===== src/rtl/kbd_pkg.sv =====
// Shared types and constants for the PS/2 key sequencer.
//   - FSM state enum, scan prefix bytes, {ext, code} key type
//   - make-code to ASCII translation table
//   - default parameter values
package kbd_pkg;

  localparam int unsigned DEPTH_DEF           = 4;
  localparam int unsigned TIMEOUT_CYC_DEF     = 2_000_000;
  localparam bit          REPEAT_SUPPRESS_DEF = 1'b1;

  localparam logic [7:0] SC_EXT = 8'hE0;
  localparam logic [7:0] SC_BRK = 8'hF0;

  typedef enum logic [1:0] {
    ST_IDLE,
    ST_EXT,
    ST_BRK,
    ST_EXT_BRK
  } kbd_state_e;

  typedef struct packed {
    logic       ext;
    logic [7:0] code;
  } kbd_key_t;

  // Fixed scan-code table; anything not listed (including keypad codes
  // without the E0 prefix) yields 8'h00, meaning "no character".
  function automatic logic [7:0] kbd_translate(kbd_key_t key);
    logic [7:0] ch;
    ch = 8'h00;
    case ({key.ext, key.code})
      9'h005:  ch = 8'h21;
      9'h006:  ch = 8'h22;
      9'h01C:  ch = 8'h41;
      9'h023:  ch = 8'h44;
      9'h02B:  ch = 8'h46;
      9'h033:  ch = 8'h48;
      9'h03A:  ch = 8'h4D;
      9'h02D:  ch = 8'h52;
      9'h01B:  ch = 8'h53;
      9'h02C:  ch = 8'h54;
      9'h05A:  ch = 8'h0D;
      9'h172:  ch = 8'h35;
      9'h16B:  ch = 8'h34;
      9'h174:  ch = 8'h36;
      9'h175:  ch = 8'h38;
      default: ch = 8'h00;
    endcase
    return ch;
  endfunction

endpackage


===== src/rtl/kbd_char_fifo.sv =====
// Character FIFO with registered head and sticky overflow flag.
//   push_i/data_i : write a character (dropped and flagged when full
//                   unless a pop happens in the same cycle)
//   pop_i         : remove the head (ignored when empty)
//   clr_ovf_i     : clear the overflow flag (a same-cycle drop wins)
//   head_o        : current head, 8'h00 when empty
//   empty_o/full_o/overflow_o : status
module kbd_char_fifo #(
  parameter int unsigned DEPTH = 4
) (
  input  logic       clk,
  input  logic       reset_n,
  input  logic       push_i,
  input  logic [7:0] data_i,
  input  logic       pop_i,
  input  logic       clr_ovf_i,
  output logic [7:0] head_o,
  output logic       empty_o,
  output logic       full_o,
  output logic       overflow_o
);

  localparam int unsigned AW = (DEPTH > 1) ? $clog2(DEPTH) : 1;
  localparam int unsigned CW = AW + 1;

  logic [7:0]    mem_q [DEPTH];
  logic [AW-1:0] rd_ptr_q, rd_ptr_d;
  logic [AW-1:0] wr_ptr_q, wr_ptr_d;
  logic [CW-1:0] count_q, count_d;
  logic [7:0]    head_q, head_d;
  logic          ovf_q, ovf_d;
  logic          do_pop, do_push, drop;

  // Pointer, occupancy, head and overflow next-state.
  always_comb begin
    do_pop   = pop_i && (count_q != '0);
    do_push  = push_i && ((count_q != CW'(DEPTH)) || do_pop);
    drop     = push_i && !do_push;
    rd_ptr_d = do_pop  ? rd_ptr_q + AW'(1) : rd_ptr_q;
    wr_ptr_d = do_push ? wr_ptr_q + AW'(1) : wr_ptr_q;
    count_d  = count_q + CW'(do_push) - CW'(do_pop);

    head_d = head_q;
    if (count_d == '0) begin
      head_d = 8'h00;
    end else if (do_pop) begin
      // With one entry left the only survivor is the incoming character.
      head_d = (count_q > CW'(1)) ? mem_q[rd_ptr_d] : data_i;
    end else if (count_q == '0) begin
      head_d = data_i;
    end

    ovf_d = ovf_q;
    if (drop) begin
      ovf_d = 1'b1;
    end else if (clr_ovf_i) begin
      ovf_d = 1'b0;
    end
  end

  // State registers.
  always_ff @(posedge clk or negedge reset_n) begin
    if (!reset_n) begin
      for (int unsigned i = 0; i < DEPTH; i++) begin
        mem_q[i] <= 8'h00;
      end
      rd_ptr_q <= '0;
      wr_ptr_q <= '0;
      count_q  <= '0;
      head_q   <= 8'h00;
      ovf_q    <= 1'b0;
    end else begin
      if (do_push) begin
        mem_q[wr_ptr_q] <= data_i;
      end
      rd_ptr_q <= rd_ptr_d;
      wr_ptr_q <= wr_ptr_d;
      count_q  <= count_d;
      head_q   <= head_d;
      ovf_q    <= ovf_d;
    end
  end

  assign head_o     = head_q;
  assign empty_o    = (count_q == '0);
  assign full_o     = (count_q == CW'(DEPTH));
  assign overflow_o = ovf_q;

endmodule


===== src/rtl/kbd_key_sequencer.sv =====
// PS/2 scan-byte sequencer: tracks E0/F0 prefixes, filters typematic
// repeats, translates make codes to ASCII and buffers them for the MCU.
//   rx_byte/rx_done_tick : incoming scan byte strobe
//   rd_tick              : pop FIFO head
//   clr_ovf              : clear sticky overflow
//   ascii_code           : FIFO head (8'h00 when empty)
//   key_avail/fifo_full/overflow : FIFO status
module kbd_key_sequencer
  import kbd_pkg::*;
#(
  parameter int unsigned DEPTH           = DEPTH_DEF,
  parameter int unsigned TIMEOUT_CYC     = TIMEOUT_CYC_DEF,
  parameter bit          REPEAT_SUPPRESS = REPEAT_SUPPRESS_DEF
) (
  input  logic       clk,
  input  logic       reset_n,
  input  logic [7:0] rx_byte,
  input  logic       rx_done_tick,
  input  logic       rd_tick,
  input  logic       clr_ovf,
  output logic [7:0] ascii_code,
  output logic       key_avail,
  output logic       fifo_full,
  output logic       overflow
);

  localparam int unsigned TW = (TIMEOUT_CYC > 2) ? $clog2(TIMEOUT_CYC) : 1;

  kbd_state_e    state_q, state_d;
  logic [TW-1:0] tmo_q, tmo_d;
  kbd_key_t      held_key_q, held_key_d;
  logic          held_valid_q, held_valid_d;

  kbd_key_t      key;
  logic          do_make, do_break, suppress;
  logic          push_en;
  logic [7:0]    push_char;
  logic          fifo_empty;

  // Prefix FSM, timeout, repeat filter and translation.
  always_comb begin
    state_d      = state_q;
    tmo_d        = '0;
    held_key_d   = held_key_q;
    held_valid_d = held_valid_q;
    do_make      = 1'b0;
    do_break     = 1'b0;
    suppress     = 1'b0;
    push_en      = 1'b0;
    push_char    = 8'h00;
    key.ext      = (state_q == ST_EXT) || (state_q == ST_EXT_BRK);
    key.code     = rx_byte;

    if (rx_done_tick) begin
      case (state_q)
        ST_IDLE: begin
          if (rx_byte == SC_EXT) begin
            state_d = ST_EXT;
          end else if (rx_byte == SC_BRK) begin
            state_d = ST_BRK;
          end else begin
            do_make = 1'b1;
          end
        end
        ST_EXT: begin
          if (rx_byte == SC_BRK) begin
            state_d = ST_EXT_BRK;
          end else if (rx_byte != SC_EXT) begin
            do_make = 1'b1;
            state_d = ST_IDLE;
          end
        end
        ST_BRK, ST_EXT_BRK: begin
          do_break = 1'b1;
          state_d  = ST_IDLE;
        end
        default: state_d = ST_IDLE;
      endcase
    end else if (state_q != ST_IDLE) begin
      // Abandon a prefix whose follow-up byte never arrived.
      if (tmo_q == TW'(TIMEOUT_CYC - 1)) begin
        state_d = ST_IDLE;
      end else begin
        tmo_d = tmo_q + TW'(1);
      end
    end

    if (do_make) begin
      suppress = REPEAT_SUPPRESS && held_valid_q && (key == held_key_q);
      if (!suppress) begin
        held_key_d   = key;
        held_valid_d = 1'b1;
        push_char    = kbd_translate(key);
        push_en      = (push_char != 8'h00);
      end
    end

    if (do_break && held_valid_q && (key == held_key_q)) begin
      held_valid_d = 1'b0;
    end
  end

  // State registers.
  always_ff @(posedge clk or negedge reset_n) begin
    if (!reset_n) begin
      state_q      <= ST_IDLE;
      tmo_q        <= '0;
      held_key_q   <= '0;
      held_valid_q <= 1'b0;
    end else begin
      state_q      <= state_d;
      tmo_q        <= tmo_d;
      held_key_q   <= held_key_d;
      held_valid_q <= held_valid_d;
    end
  end

  kbd_char_fifo #(
    .DEPTH(DEPTH)
  ) u_fifo (
    .clk       (clk),
    .reset_n   (reset_n),
    .push_i    (push_en),
    .data_i    (push_char),
    .pop_i     (rd_tick),
    .clr_ovf_i (clr_ovf),
    .head_o    (ascii_code),
    .empty_o   (fifo_empty),
    .full_o    (fifo_full),
    .overflow_o(overflow)
  );

  assign key_avail = !fifo_empty;

endmodule

===== config.mk =====
export PLATFORM = sky130hd
export DESIGN_NAME = kbd_key_sequencer
export DESIGN_NICKNAME = d
export VERILOG_FILES = /design/src/rtl/kbd_pkg.sv /design/src/rtl/kbd_char_fifo.sv /design/src/rtl/kbd_key_sequencer.sv
export SDC_FILE = /design/constraint.sdc
export NUM_CORES = 1
export LEC_CHECK = 0
export CAP_MARGIN = 10
export CORE_ASPECT_RATIO = 0.6
export CORE_MARGIN = 4
export CORE_UTILIZATION = 30
export DETAILED_ROUTE_END_ITERATION = 16
export PLACE_DENSITY_LB_ADDON = 0.08
export SLEW_MARGIN = 40
export SYNTH_ARGS = -nofsm -noshare
export SYNTH_HDL_FRONTEND = slang
export SYNTH_SLANG_ARGS = --single-unit

===== constraint.sdc =====
create_clock -name clk -period 6 [get_ports clk]
set_input_delay 0.9 -clock clk [delete_from_list [all_inputs] [get_ports clk]]
set_output_delay 0.9 -clock clk [all_outputs]
set_load 0.05 [all_outputs]

Word level (Yosys, flattened, before mapping)
Index checks and enable logic that the tools add are counted.
Cells by class
  bitwise logic cells: 3
  eq/ne operators: 28
  muxes and demuxes: 42
  reductions and logical operators: 26
  $lt $le $gt $ge: 4
  $add $sub $neg: 5
Operators with widths (number)
  7-bit one-hot mux with 15 select lines: 1
  8-bit 2-to-1 mux: 11
  21-bit 2-to-1 mux: 3
  9-bit by 6-bit == test with 1-bit output (second input constant): 6
  9-bit == test (second input constant): 4
  32-bit bitwise mux: 1
  21-bit by 1-bit adder with 21-bit output (second input constant): 1
  21-bit == test (second input constant): 1
  9-bit by 3-bit == test with 1-bit output (second input constant): 2
  9-bit by 5-bit == test with 1-bit output (second input constant): 2
  8-bit binary-select mux with 2-bit select: 1
  8-bit demux with 2-bit select: 1
  8-bit == test (second input constant): 2
  2-bit 2-to-1 mux: 8
  1-bit 2-to-1 mux: 14
  2-bit nonzero test: 5
  9-bit by 7-bit == test with 1-bit output (second input constant): 1
  9-bit == test: 1
  8-bit != test (second input constant): 1
  8-bit nonzero test: 1
  1-bit logical AND: 7
  3-bit >= comparator (second input constant): 2
  3-bit logical NOT: 2
  2-bit NOT with 3-bit output: 2
  22 further kinds: 28
Storage, ports and cells
  register bits: 81

Logic depth before layout (Yosys ltp)
Gate-level depths: netlist of run 1.
  word-level depth: 14
  gate-level depth with buffers: 13

Hierarchy
Synthesis of run 1 repeated with hierarchy kept, for this count alone.
Second synthesis, totals
  cell total of the unflattened synthesis: 477
  area, all modules: 4936.0 um^2
By module, submodules not included
  kbd_char_fifo: instances 1, cells an instance 242, area an instance 2800.2 um^2, seq. area each 1201.2 um^2
  kbd_key_sequencer: instances 1, cells an instance 235, area an instance 2135.8 um^2, seq. area each 825.8 um^2

Worst setup path before layout of run 1
No wires, ideal clock.
  path kind: input port to flip-flop
  from: input rx_byte[7]
  to: register u_fifo.head_q[0] (netlist: u_fifo.head_o[0])
  stages on the path: 11
  data arrival time: 3.824 ns
  setup time: 0.126 ns
  slack: 2.050 ns
  path through: buf_2 -> or4_4 -> nor4_4 -> nor3_2 -> a311oi_2 -> ha_1 -> fa_1 -> o32ai_1 -> a211o_1 -> a211oi_1 -> a221o_1
On the way
  cells in the longest elaborated chain, start to end: 12
RTL lines
  from (decl): RTL line kbd_key_sequencer.sv:17  | input logic [7:0] rx_byte,
  9-bit == test, or another cell as far along: RTL line kbd_pkg.sv:31  | case ({key.ext, key.code})
  7-bit one-hot mux with 15 select lines: RTL line kbd_pkg.sv:31
  8-bit 2-to-1 mux: RTL line kbd_key_sequencer.sv:90  | if (!suppress) begin
  8-bit 2-to-1 mux: RTL line kbd_key_sequencer.sv:88  | if (do_make) begin
  8-bit nonzero test: RTL line kbd_key_sequencer.sv:94  | push_en = (push_char != 8'h00);
  1-bit 2-to-1 mux: RTL line kbd_key_sequencer.sv:90
  1-bit 2-to-1 mux *: RTL line kbd_key_sequencer.sv:88
  1-bit logical AND *: RTL line kbd_char_fifo.sv:37  | do_push = push_i && ((count_q != CW'(DEPTH)) || do_pop);
  net u_fifo.do_push: RTL line kbd_char_fifo.sv:32  | logic do_pop, do_push, drop;
  3-bit by 1-bit adder with 3-bit output *: RTL line kbd_char_fifo.sv:41  | count_d = count_q + CW'(do_push) - CW'(do_pop);
  3-bit by 1-bit subtractor with 3-bit output *: RTL line kbd_char_fifo.sv:41
  net u_fifo.count_d[1]: RTL line kbd_char_fifo.sv:29  | logic [CW-1:0] count_q, count_d;
  3-bit logical NOT *: RTL line kbd_char_fifo.sv:44  | if (count_d == '0) begin
  3-bit nonzero test (no source line) / 8-bit 2-to-1 mux (equally long branches)
  to (signal assigned): RTL line kbd_char_fifo.sv:70  | head_q <= 8'h00;
  to (signal assigned): RTL line kbd_char_fifo.sv:79  | head_q <= head_d;
  to (decl): RTL line kbd_char_fifo.sv:30  | logic [7:0] head_q, head_d;
The timed path passes the listed nets; every way through them passes the cells marked *. The select of a mux whose other input is x is not followed.
A chain may end at the register's enable or synchronous reset.

Final worst setup path of run 1
  from: input rx_byte[5]
  to: register u_fifo.head_q[1] (netlist: u_fifo.head_o[1])
Same word-level chain as after synthesis.

==> flow_summary.json, run 1 <==
{
  "design_power_total_uw": 1730,
  "leakagePower_uw": 0.00214,
  "yosysMostFrequentCell": "dfrtp_1",
  "worstHoldStart": "u_fifo.mem_q[29]",
  "grt_pass1_wl_um": 18100,
  "grt_usage_pct": 14.0,
  "clk_pin_slew_ns": 0.06,
  "cp.required_ns": 6.22,
  "worst_pin_slew_ns": 0.719,
  "place_area_um2": 4850,
  "synthTopCellsByCount": "dfrtp_1, mux2_2, nor2_1",
  "hold_viol": 0,
  "grt_pass1_vias": 3179,
  "numPortBuffers": 22,
  "post-route-util_pct": 35.8,
  "numCtsBuffers": 9,
  "syn_area_um2": 4450,
  "start_kind": "input port",
  "dieArea_um2": 16900,
  "arrival_ns": 4.99,
  "num_io_pins": 24,
  "seq_area_frac_synth_pct": 42.7,
  "drc": 0,
  "setup_viol": 0,
  "p_sw_share_pct": 35.5,
  "synth_edf_count": 0,
  "crit_chain": "clkdlybuf4s50_1 > or4_4 > nor4_4 > nor3_4 > a311oi_2 > ha_1 > fa_1 > o32ai_1 > a211o_1 > a211oi_1 > a221o_1",
  "root_buffer": "clkbuf_16",
  "coreArea_um2": 14500,
  "power.internal_uw": 1110,
  "period_needed_ns": 4.77,
  "h-tree-depth": 3,
  "powerDensity_nw_per_um2": 333,
  "final.setup.tns_ns": 0,
  "hold_end": "u_fifo.mem_q[29]",
  "hold_depth": 1,
  "clock_sinks": 76,
  "synth_warnings": 0,
  "ant_nets": 0,
  "antenna_found_initial": 0,
  "drtIter0Drc": 223,
  "cts_hold_buf": 0,
  "async_flop_share_pct": 100,
  "avgSynthCellArea_um2": 10.8,
  "switchingPower_uw": 613,
  "start_util_pct": 30.7,
  "seqPwrFrac_pct": 37.7,
  "dp_hpwl_um": 7630,
  "via_count": 3153,
  "drive_gt1_share_pct": 19.2,
  "crit_fanout": 16,
  "design_area_um2": 5190,
  "synthCells": 412,
  "synth_cell_types": 65,
  "r2r_end": "u_fifo.head_o[1]",
  "fin_crit_sh_pct": 79.5,
  "maxSlewViolCount": 0,
  "synth_fp_nets": 435,
  "status": "finished, final reports clean",
  "hold_path_class": "reg2reg",
  "grt_max_degree": 77,
  "areaGrowthSynthToFinish_pct": 16.6,
  "routedWlPerCell_um": 17.2,
  "cts_setup_buffers": 0,
  "synth_top_cell_by_area": "dfrtp_1",
  "ys_ff_latch": 76,
  "slew_headroom_pct": 52.1,
  "viasPerCell": 5.00,
  "cp_slowest_cell": "clkdlybuf4s50_1",
  "cts_tree": "done",
  "fillers": 1418,
  "r2r_cells": 10,
  "rsz0062_at_grt": "false",
  "clkPwrFrac_pct": 34.6,
  "die_w_um": 165,
  "rows": 34,
  "end_kind": "flip-flop",
  "pwr-share-comb_pct": 27.8,
  "max_stage_delay_ns": 0.72,
  "clock_latency_ns": 0.34,
  "ctsResizeCount": 0,
  "irDropWorstVdd_mv": 0.140,
  "synth_area_leaders": "dfrtp_1, mux2_2, xnor2_1, mux2i_1, nor2_1",
  "routed_wl_um": 10900,
  "dr.pass1.iters": 4,
  "fmax_mhz": 210,
  "routabilityCongestion": 0.815,
  "maxCapViolations": 0,
  "overflow": 0,
  "crit_type": "in2reg",
  "fin_skew_ns": 0.00874,
  "clockBufferDepth": 2,
  "worstReg2RegStart": "state_q[0]",
  "nets": 450,
  "ys.flop_type": "dfrtp_1",
  "netlist.area_leader.share_pct": 42.7,
  "rrSetupSlack_ns": 2.11,
  "die_h_um": 102,
  "antenna_cells": 0
}
## metal layers
metal  GRT usage, %  part of all wire [%]  routed length, um
met5              0                     0                  0
met4           3.19                  0.38                 41
met3           3.35                   4.4                480
met2           18.1                    38               4160
met1           22.8                    57               6170
## critical path: cells and delay by family
kind / cells / cell delay (ns)
simple gates: 3 / 1.19
buf+inv: 1 / 0.72
fa+ha+maj: 2 / 0.68
compound gates: 5 / 1.49
## layout by cell type (no fill, tap or decap), types with 3 or more instances in the layout
cell | Yosys | final
dfrtp_1 | 76 | 75
mux2_2 | 42 | 42
nor2_1 | 32 | 32
xnor2_1 | 25 | 25
clkdlybuf4s50_1 | 0 | 21
nand2_1 | 20 | 20
inv_1 | 17 | 17
nand3_1 | 16 | 16
nor3_1 | 13 | 12
mux2i_1 | 12 | 12
xor2_1 | 9 | 9
a21oi_1 | 9 | 9
ha_1 | 9 | 9
clkbuf_16 | 0 | 9
nand4_1 | 6 | 6
o31ai_1 | 6 | 6
a211oi_1 | 6 | 6
a221o_1 | 6 | 6
nand2b_1 | 5 | 5
nor4_1 | 5 | 5
nor2b_1 | 4 | 4
nor3b_1 | 4 | 4
or3_1 | 4 | 4
a311oi_4 | 4 | 4
buf_4 | 3 | 4
o31a_1 | 3 | 3
nand4b_1 | 3 | 3
nand3b_1 | 3 | 3
nor4bb_1 | 3 | 3
and3_1 | 3 | 3
or2_2 | 3 | 3
## power groups by stage
| stage | clock, uW | sequential [uW] | combinational (uW) |
|---|---|---|---|
| floorplan | 0 | 662 | 319 |
| global placement | 0 | 660 | 480 |
| detailed placement | 0 | 660 | 480 |
| CTS | 616 | 651 | 480 |
| global route | 638 | 662 | 524 |
| finish | 597 | 650 | 479 |
## final cells by class
class	count	area [um^2]	area share, %
Inverter	17	63.8	1.23
Clock buffer	9	225	4.34
Multi-Input combinational cell	297	2390	46.2
Sequential cell	76	1900	36.7
Tap cell	198	248	4.78
Clock inverter	7	98.8	1.91
Timing Repair Buffer	26	254	4.90
## worst max path at each step
stage	slack [ns]	end	cells after the start	startpoint
floorplan	2.05	u_fifo.head_o[0]	11	rx_byte[7]
global placement	0.94	u_fifo.head_o[0]	11	rx_byte[5]
detailed placement	0.89	u_fifo.head_o[4]	12	rx_byte[3]
CTS	1.25	u_fifo.head_o[0]	11	rx_byte[5]
global route	1.02	u_fifo.head_o[0]	11	rx_byte[5]
finish	1.23	u_fifo.head_o[1]	11	rx_byte[5]
## per-stage QoR
step / instances / hold slack, ns / setup WS, ns
final: 630 / 0.488 / 1.23
after detailed placement: 614 / 0.475 / 0.895
after global routing: 630 / 0.508 / 1.02
after floorplan: 412 / 0.452 / 2.05
after CTS: 630 / 0.493 / 1.25
after global placement: 614 / 0.472 / 0.938
## logic make-up (layout without fill, tap and decap cells)
| family | count (synthesis) | count (layout) | share of synthesized area, % |
|---|---|---|---|
| buffers and inverters | 39 | 59 | 3.71 |
| other | 1 | 1 | 0.0843 |
| AOI/OAI and AO/OA | 58 | 58 | 12.3 |
| and+or+nand+nor | 137 | 137 | 17.2 |
| DFF | 76 | 76 | 42.7 |
| muxes | 57 | 57 | 14.3 |
| xor gates and xnor gates | 34 | 34 | 6.69 |
| adders and majority gates | 10 | 10 | 2.98 |
## sequential cells by signal, indices dropped and copies added, names as in the netlist
signal             count
tmo_q                 21
u_fifo.count_q         3
u_fifo.head_o          7
u_fifo.wr_ptr_q        2
held_valid_q           1
held_key_q             9
state_q                2
u_fifo.rd_ptr_q        2
u_fifo.mem_q          28
u_fifo.overflow_o      1
Note: power is estimated with default switching activity, not from simulation.
==> run 2, diff against run 1 <==
==> constraint.sdc (replaced) <==
create_clock -name clk -period 3.8 [get_ports clk]
set_input_delay 0.57 -clock clk [delete_from_list [all_inputs] [get_ports clk]]
set_output_delay 0.57 -clock clk [all_outputs]
set_load 0.05 [all_outputs]
==> flow_summary.json, run 2 (same netlist as run 1, synthesis figures left out) <==
{
  "p_sw_share_pct": 34.0,
  "crit_type": "in2reg",
  "via_count": 3313,
  "cts_tree": "done",
  "hold_viol": 0,
  "layout_commonest_cell": "dfrtp_1",
  "fin_skew_ns": 0.00965,
  "arrival_ns": 3.91,
  "routed_wl_um": 11500,
  "dr.pass1.iters": 4,
  "powerDensity_nw_per_um2": 522,
  "drtIter0Drc": 226,
  "h-tree-depth": 3,
  "maxSlewViolCount": 0,
  "clk_pin_slew_ns": 0.06,
  "worstReg2RegStart": "state_q[0]",
  "layout_common_cells": "dfrtp_1, buf_4, mux2_2",
  "numPortBuffers": 22,
  "clkPwrFrac_pct": 34.3,
  "areaGrowthSynthToFinish_pct": 24.2,
  "clock_sinks": 76,
  "largest-register": "u_fifo.mem_q",
  "critPathCapture": "u_fifo.head_o[1]",
  "grt_usage_pct": 14.4,
  "dp_hpwl_um": 8220,
  "period_needed_ns": 3.70,
  "switchingPower_uw": 980,
  "rrSetupSlack_ns": 0.37,
  "final.setup.tns_ns": 0,
  "antenna_found_initial": 0,
  "cp.required_ns": 4.02,
  "power.internal_uw": 1900,
  "status": "finished, final reports clean",
  "hold_path_class": "in2async",
  "pwr-share-comb_pct": 31.9,
  "rows": 34,
  "setup_viol": 0,
  "die_w_um": 165,
  "die_h_um": 102,
  "met3_wirelength_um": 592,
  "top_layer": "met4",
  "reg.largest.list": "u_fifo.mem_q: 28 flops, tmo_q: 21 flops, held_key_q: 9 flops",
  "fmax_mhz": 270,
  "fin_crit_sh_pct": 97.3,
  "antenna_cells": 0,
  "dieArea_um2": 16900,
  "end_kind": "flip-flop",
  "routedWlPerCell_um": 17.1,
  "crit_start": "rx_byte[6]",
  "start_util_pct": 30.7,
  "slew_headroom_pct": 51.3,
  "numCtsBuffers": 9,
  "crit_fanout": 7,
  "root_buffer": "clkbuf_16",
  "clockBufferDepth": 2,
  "fillers": 1456,
  "leakagePower_uw": 0.00235,
  "num_io_pins": 24,
  "irDropWorstVdd_mv": 0.307,
  "r2r_end": "u_fifo.head_o[1]",
  "grt_max_degree": 77,
  "grt_pass1_wl_um": 18400,
  "worst_pin_slew_ns": 0.731,
  "clock_latency_ns": 0.34,
  "coreArea_um2": 14500,
  "post-route-util_pct": 38.1,
  "rsz0062_at_grt": "false",
  "ant_nets": 0,
  "r2r_cells": 10,
  "cts_setup_buffers": 0,
  "design_power_total_uw": 2880,
  "wl_met2_um": 4580,
  "largest_reg_flops": 28,
  "drive_gt1_share_pct": 26.7,
  "maxCapViolations": 0,
  "grt_pass1_vias": 3308,
  "drc": 0,
  "nets": 490,
  "start_kind": "input port",
  "seqPwrFrac_pct": 33.8,
  "wl_met1_um": 6120,
  "routabilityCongestion": 0.807,
  "overflow": 0,
  "viasPerCell": 4.94
}
## run 2: changes by cell type in the layout (fill, tap and decap cells not counted), sizes merged
cell / change
buf: +41
bufinv: +1
clkinvlp: -1
inv: -1
## run 2: worst min path at each step
stage	startpoint	to	slack (ns)	depth (start not counted)
floorplan	reset_n	held_key_q[0]	0.27	0
global route	reset_n	u_fifo.mem_q[25]	0.34	1
detailed placement	u_fifo.mem_q[29]	u_fifo.mem_q[29]	0.48	1
finish	reset_n	u_fifo.mem_q[30]	0.29	1
global placement	u_fifo.mem_q[29]	u_fifo.mem_q[29]	0.47	1
CTS	reset_n	u_fifo.overflow_o	0.31	1
## run 2: area by class of cell
class / instances / area, um^2 / share of cell area, %
Inverter: 17 / 63.8 / 1.15
Clock buffer: 10 / 229 / 4.14
Clock inverter: 6 / 113 / 2.04
Tap cell: 198 / 248 / 4.48
Multi-Input combinational cell: 297 / 2420 / 43.8
Sequential cell: 76 / 1900 / 34.4
Timing Repair Buffer: 66 / 552 / 9.99
## run 2: routing by layer
layer	GRT usage (%)	vias up
li1	-	1611
met1	22.4	1623
met2	19.4	66
met3	3.51	13
met4	3.90	0
met5	0	-
## run 2: power groups by stage
| stage | logic, uW | clock network, uW | registers, uW |
|---|---|---|---|
| 6_report | 919 | 989 | 976 |
| 5_1_grt | 987 | 1050 | 990 |
| 4_1_cts | 874 | 1020 | 975 |
| 3_5_place_dp | 870 | 0 | 990 |
| 3_3_place_gp | 867 | 0 | 991 |
| 2_1_floorplan | 503 | 0 | 1050 |
## run 2: repair_timing
action | CTS | global route
pin swaps | 0 | 1
hold buffers | 0 | 0
endpoints found under the setup margin | 7 | 7
resized for setup | 1 | 5
## run 2: worst max-delay path, cell delays in order
cell             delay [ns]
clkdlybuf4s50_1        0.47
or4_4                  0.57
nor4_4                 0.31
nor3_2                 0.09
a311oi_2               0.33
ha_1                   0.22
fa_1                   0.46
buf_4                  0.16
nor3_1                 0.22
nor3_2                 0.13
a221o_1                0.39
## run 2: metrics by stage
stage / cells / worst slack, ns / hold WS, ns / instance area [um^2]
global placement: 654 / -0.281 / 0.473 / 5140
finish: 670 / 0.102 / 0.286 / 5530
detailed placement: 654 / -0.389 / 0.476 / 5150
floorplan: 412 / 0.180 / 0.274 / 4450
CTS: 670 / 0.0444 / 0.310 / 5490
global route: 670 / 0.00792 / 0.336 / 5530
==> run 3, diff against run 2 <==
--- a/config.mk
+++ b/config.mk
@@ -5,6 +5,7 @@
 export SDC_FILE = /design/constraint.sdc
 export NUM_CORES = 1
 export LEC_CHECK = 0
+export ABC_AREA = 1
 export CAP_MARGIN = 10
 export CORE_ASPECT_RATIO = 0.6
 export CORE_MARGIN = 4
@@ -14,4 +15,5 @@
 export SLEW_MARGIN = 40
 export SYNTH_ARGS = -nofsm -noshare
 export SYNTH_HDL_FRONTEND = slang
+export SYNTH_HIERARCHICAL = 1
 export SYNTH_SLANG_ARGS = --single-unit
==> flow_summary.json, run 3 <==
{
  "setup_viol": 0,
  "synthTopCellsByCount": "nand2_1, inv_1, nor2_1",
  "routedWlPerCell_um": 14.2,
  "synth_warnings": 6,
  "root_buffer": "clkbuf_16",
  "fin_ws_ns": 0.471,
  "syn_area_um2": 4970,
  "layout_common_cells": "nand2_1, inv_1, nor2_1",
  "grt_max_degree": 65,
  "largest_reg_flops": 32,
  "reg.largest.list": "u_fifo/mem_q: 32 flops, tmo_q: 21 flops, held_key_q: 9 flops",
  "areaGrowthSynthToFinish_pct": 22.0,
  "maxCapViolations": 0,
  "synth_area_leaders": "dfrtp_1, nand2_1, nand3_1, inv_1, nor2_1",
  "via_count": 4592,
  "crit_fanout": 8,
  "antenna_cells": 0,
  "fin_crit_sh_pct": 87.6,
  "maxSlewViolCount": 0,
  "grt_pass1_wl_um": 23300,
  "fin_skew_ns": 0.0109,
  "yosysMostFrequentCell": "nand2_1",
  "irDropWorstVdd_mv": 0.247,
  "async_flop_share_pct": 100,
  "synth_top_cell_by_area": "dfrtp_1",
  "worst_pin_slew_ns": 0.625,
  "drc": 0,
  "clock_sinks": 81,
  "leakagePower_uw": 0.00294,
  "hold_path_class": "in2async",
  "powerDensity_nw_per_um2": 568,
  "numPortBuffers": 23,
  "start_util_pct": 30.6,
  "dieArea_um2": 18700,
  "overflow": 0,
  "hold_viol": 0,
  "design_area_um2": 6060,
  "grt_pass1_vias": 4472,
  "routabilityCongestion": 0.857,
  "grt_usage_pct": 15.6,
  "crit_type": "reg2reg",
  "cp.required_ns": 4.03,
  "antenna_found_initial": 0,
  "slew_headroom_pct": 58.3,
  "fillers": 1780,
  "arrival_ns": 3.56,
  "multi_input_area_um2": 2480,
  "die_w_um": 174,
  "end_kind": "flip-flop",
  "synth_cell_types": 39,
  "seq_area_frac_synth_pct": 40.8,
  "place_ws_ns": -0.257,
  "layout_commonest_cell": "nand2_1",
  "drtIter0Drc": 315,
  "ant_nets": 0,
  "clockBufferDepth": 2,
  "synth_edf_count": 0,
  "synthCells": 705,
  "die_h_um": 108,
  "rsz0062_at_grt": "false",
  "num_io_pins": 24,
  "fmax_mhz": 300,
  "coreArea_um2": 16200,
  "dr.pass1.iters": 5,
  "status": "finished, final reports clean",
  "numCtsBuffers": 9,
  "regArea_um2": 2030,
  "ys_ff_latch": 81,
  "avgSynthCellArea_um2": 7.04,
  "drive_gt1_share_pct": 15.2,
  "start_kind": "flip-flop",
  "clock_latency_ns": 0.35,
  "viasPerCell": 4.66,
  "period_needed_ns": 3.33,
  "cts_tree": "done",
  "nets": 795,
  "dp_hpwl_um": 10300,
  "place_area_um2": 5690,
  "ys.flop_type": "dfrtp_1",
  "netlist.area_leader.share_pct": 40.8,
  "clk_pin_slew_ns": 0.07,
  "largest-register": "u_fifo/mem_q",
  "rows": 36,
  "h-tree-depth": 3,
  "synth_fp_nets": 728,
  "routed_wl_um": 14000
}
==> run 3: cell count changes in the layout (fill, tap and decap cells not counted), sizes merged, moves of 7 or more <==
cell	delta
xnor2	-23
inv	+90
dlymetal6s2s	+8
nand2	+204
clkdlybuf4s50	-7
o21ai	+40
a211oi	-7
nand3	+61
nor2	+68
mux2i	-12
mux2	-44
==> run 3: layer usage <==
metal  routed length, um  vias up  GRT usage [%]
met2                5390      114           22.0
met4                 151        0           3.44
li1                    -     2334              -
met5                   0        -              0
met3                 714       14           3.55
met1                7730     2130           24.1
==> run 3: kinds of logic after synthesis <==
logic type,after synthesis,share of synthesized area [%]
buffers and inverters,118,10.2
other,1,0.0755
xor gates and xnor gates,7,1.23
AOI/OAI and AO/OA,58,6.10
DFF,81,40.8
adders and majority gates,10,2.67
and+or+nand+nor,430,39.0
==> run 3: worst max-delay path, cell delays in order, from the launching register on <==
cell	delay, ns
dfrtp_1	0.48
inv_1	0.20
nand2_2	0.12
nor2_4	0.12
nand3_1	0.09
nand2_1	0.11
inv_1	0.05
nand2_1	0.05
nor2_1	0.04
nor2_1	0.08
buf_4	0.13
nand2_2	0.06
ha_1	0.27
inv_1	0.04
ha_1	0.17
fa_1	0.46
nor2_1	0.11
nand2_1	0.09
nand2_1	0.10
buf_4	0.13
clkinvlp_4	0.15
nand2_1	0.11
nand2_1	0.05
==> run 3: final cells by class <==
cell class	instances	share of cell area (%)
clock buffer	11	3.84
clock inverter	5	1.05
inverter	108	6.88
multi-input combinational	506	41.0
sequential	81	33.5
tap	209	4.32
timing repair buffer	66	9.48
==> run 3: where the power goes <==
part | leakage, uW | internal [uW] | switching, uW
Clock | 0.000140 | 515 | 384
Combinational | 0.00172 | 473 | 953
Sequential | 0.00108 | 1000 | 117
==> run 3: final timing paths <==
| check | startpoint | end | slack, ns | cells after the start |
|---|---|---|---|---|
| max reg2reg | state_q[0] | u_fifo/head_o[2] | 0.47 | 22 |
| min in group clk | u_fifo/head_o[5] | u_fifo/head_o[5] | 0.49 | 2 |
| min reg2reg | u_fifo/head_o[5] | u_fifo/head_o[5] | 0.49 | 2 |
| max | state_q[0] | u_fifo/head_o[2] | 0.47 | 22 |
| min | reset_n | u_fifo/rd_ptr_q[0] | 0.22 | 1 |
| max in group asynchronous | reset_n | u_fifo/mem_q[2] | 2.88 | 2 |
==> run 3: repair_timing <==
action	in CTS	in global routing
resized for setup	0	26
setup endpoints to repair	0	8
buffers inserted	0	0
hold buffers	0	0
==> run 3: metrics by stage <==
step                      utilization, %  setup TNS (ns)  hold slack (ns)  std cells  total power, uW
after floorplan                        -               0            0.274        705             2090
after global placement              35.1           -1.35            0.471        970             2500
after detailed placement            35.1           -1.90            0.473        970             2530
after CTS                           36.9               0            0.246        986             3450
after global routing                37.4               0            0.284        986             3710
final                               37.4               0            0.219        986             3440
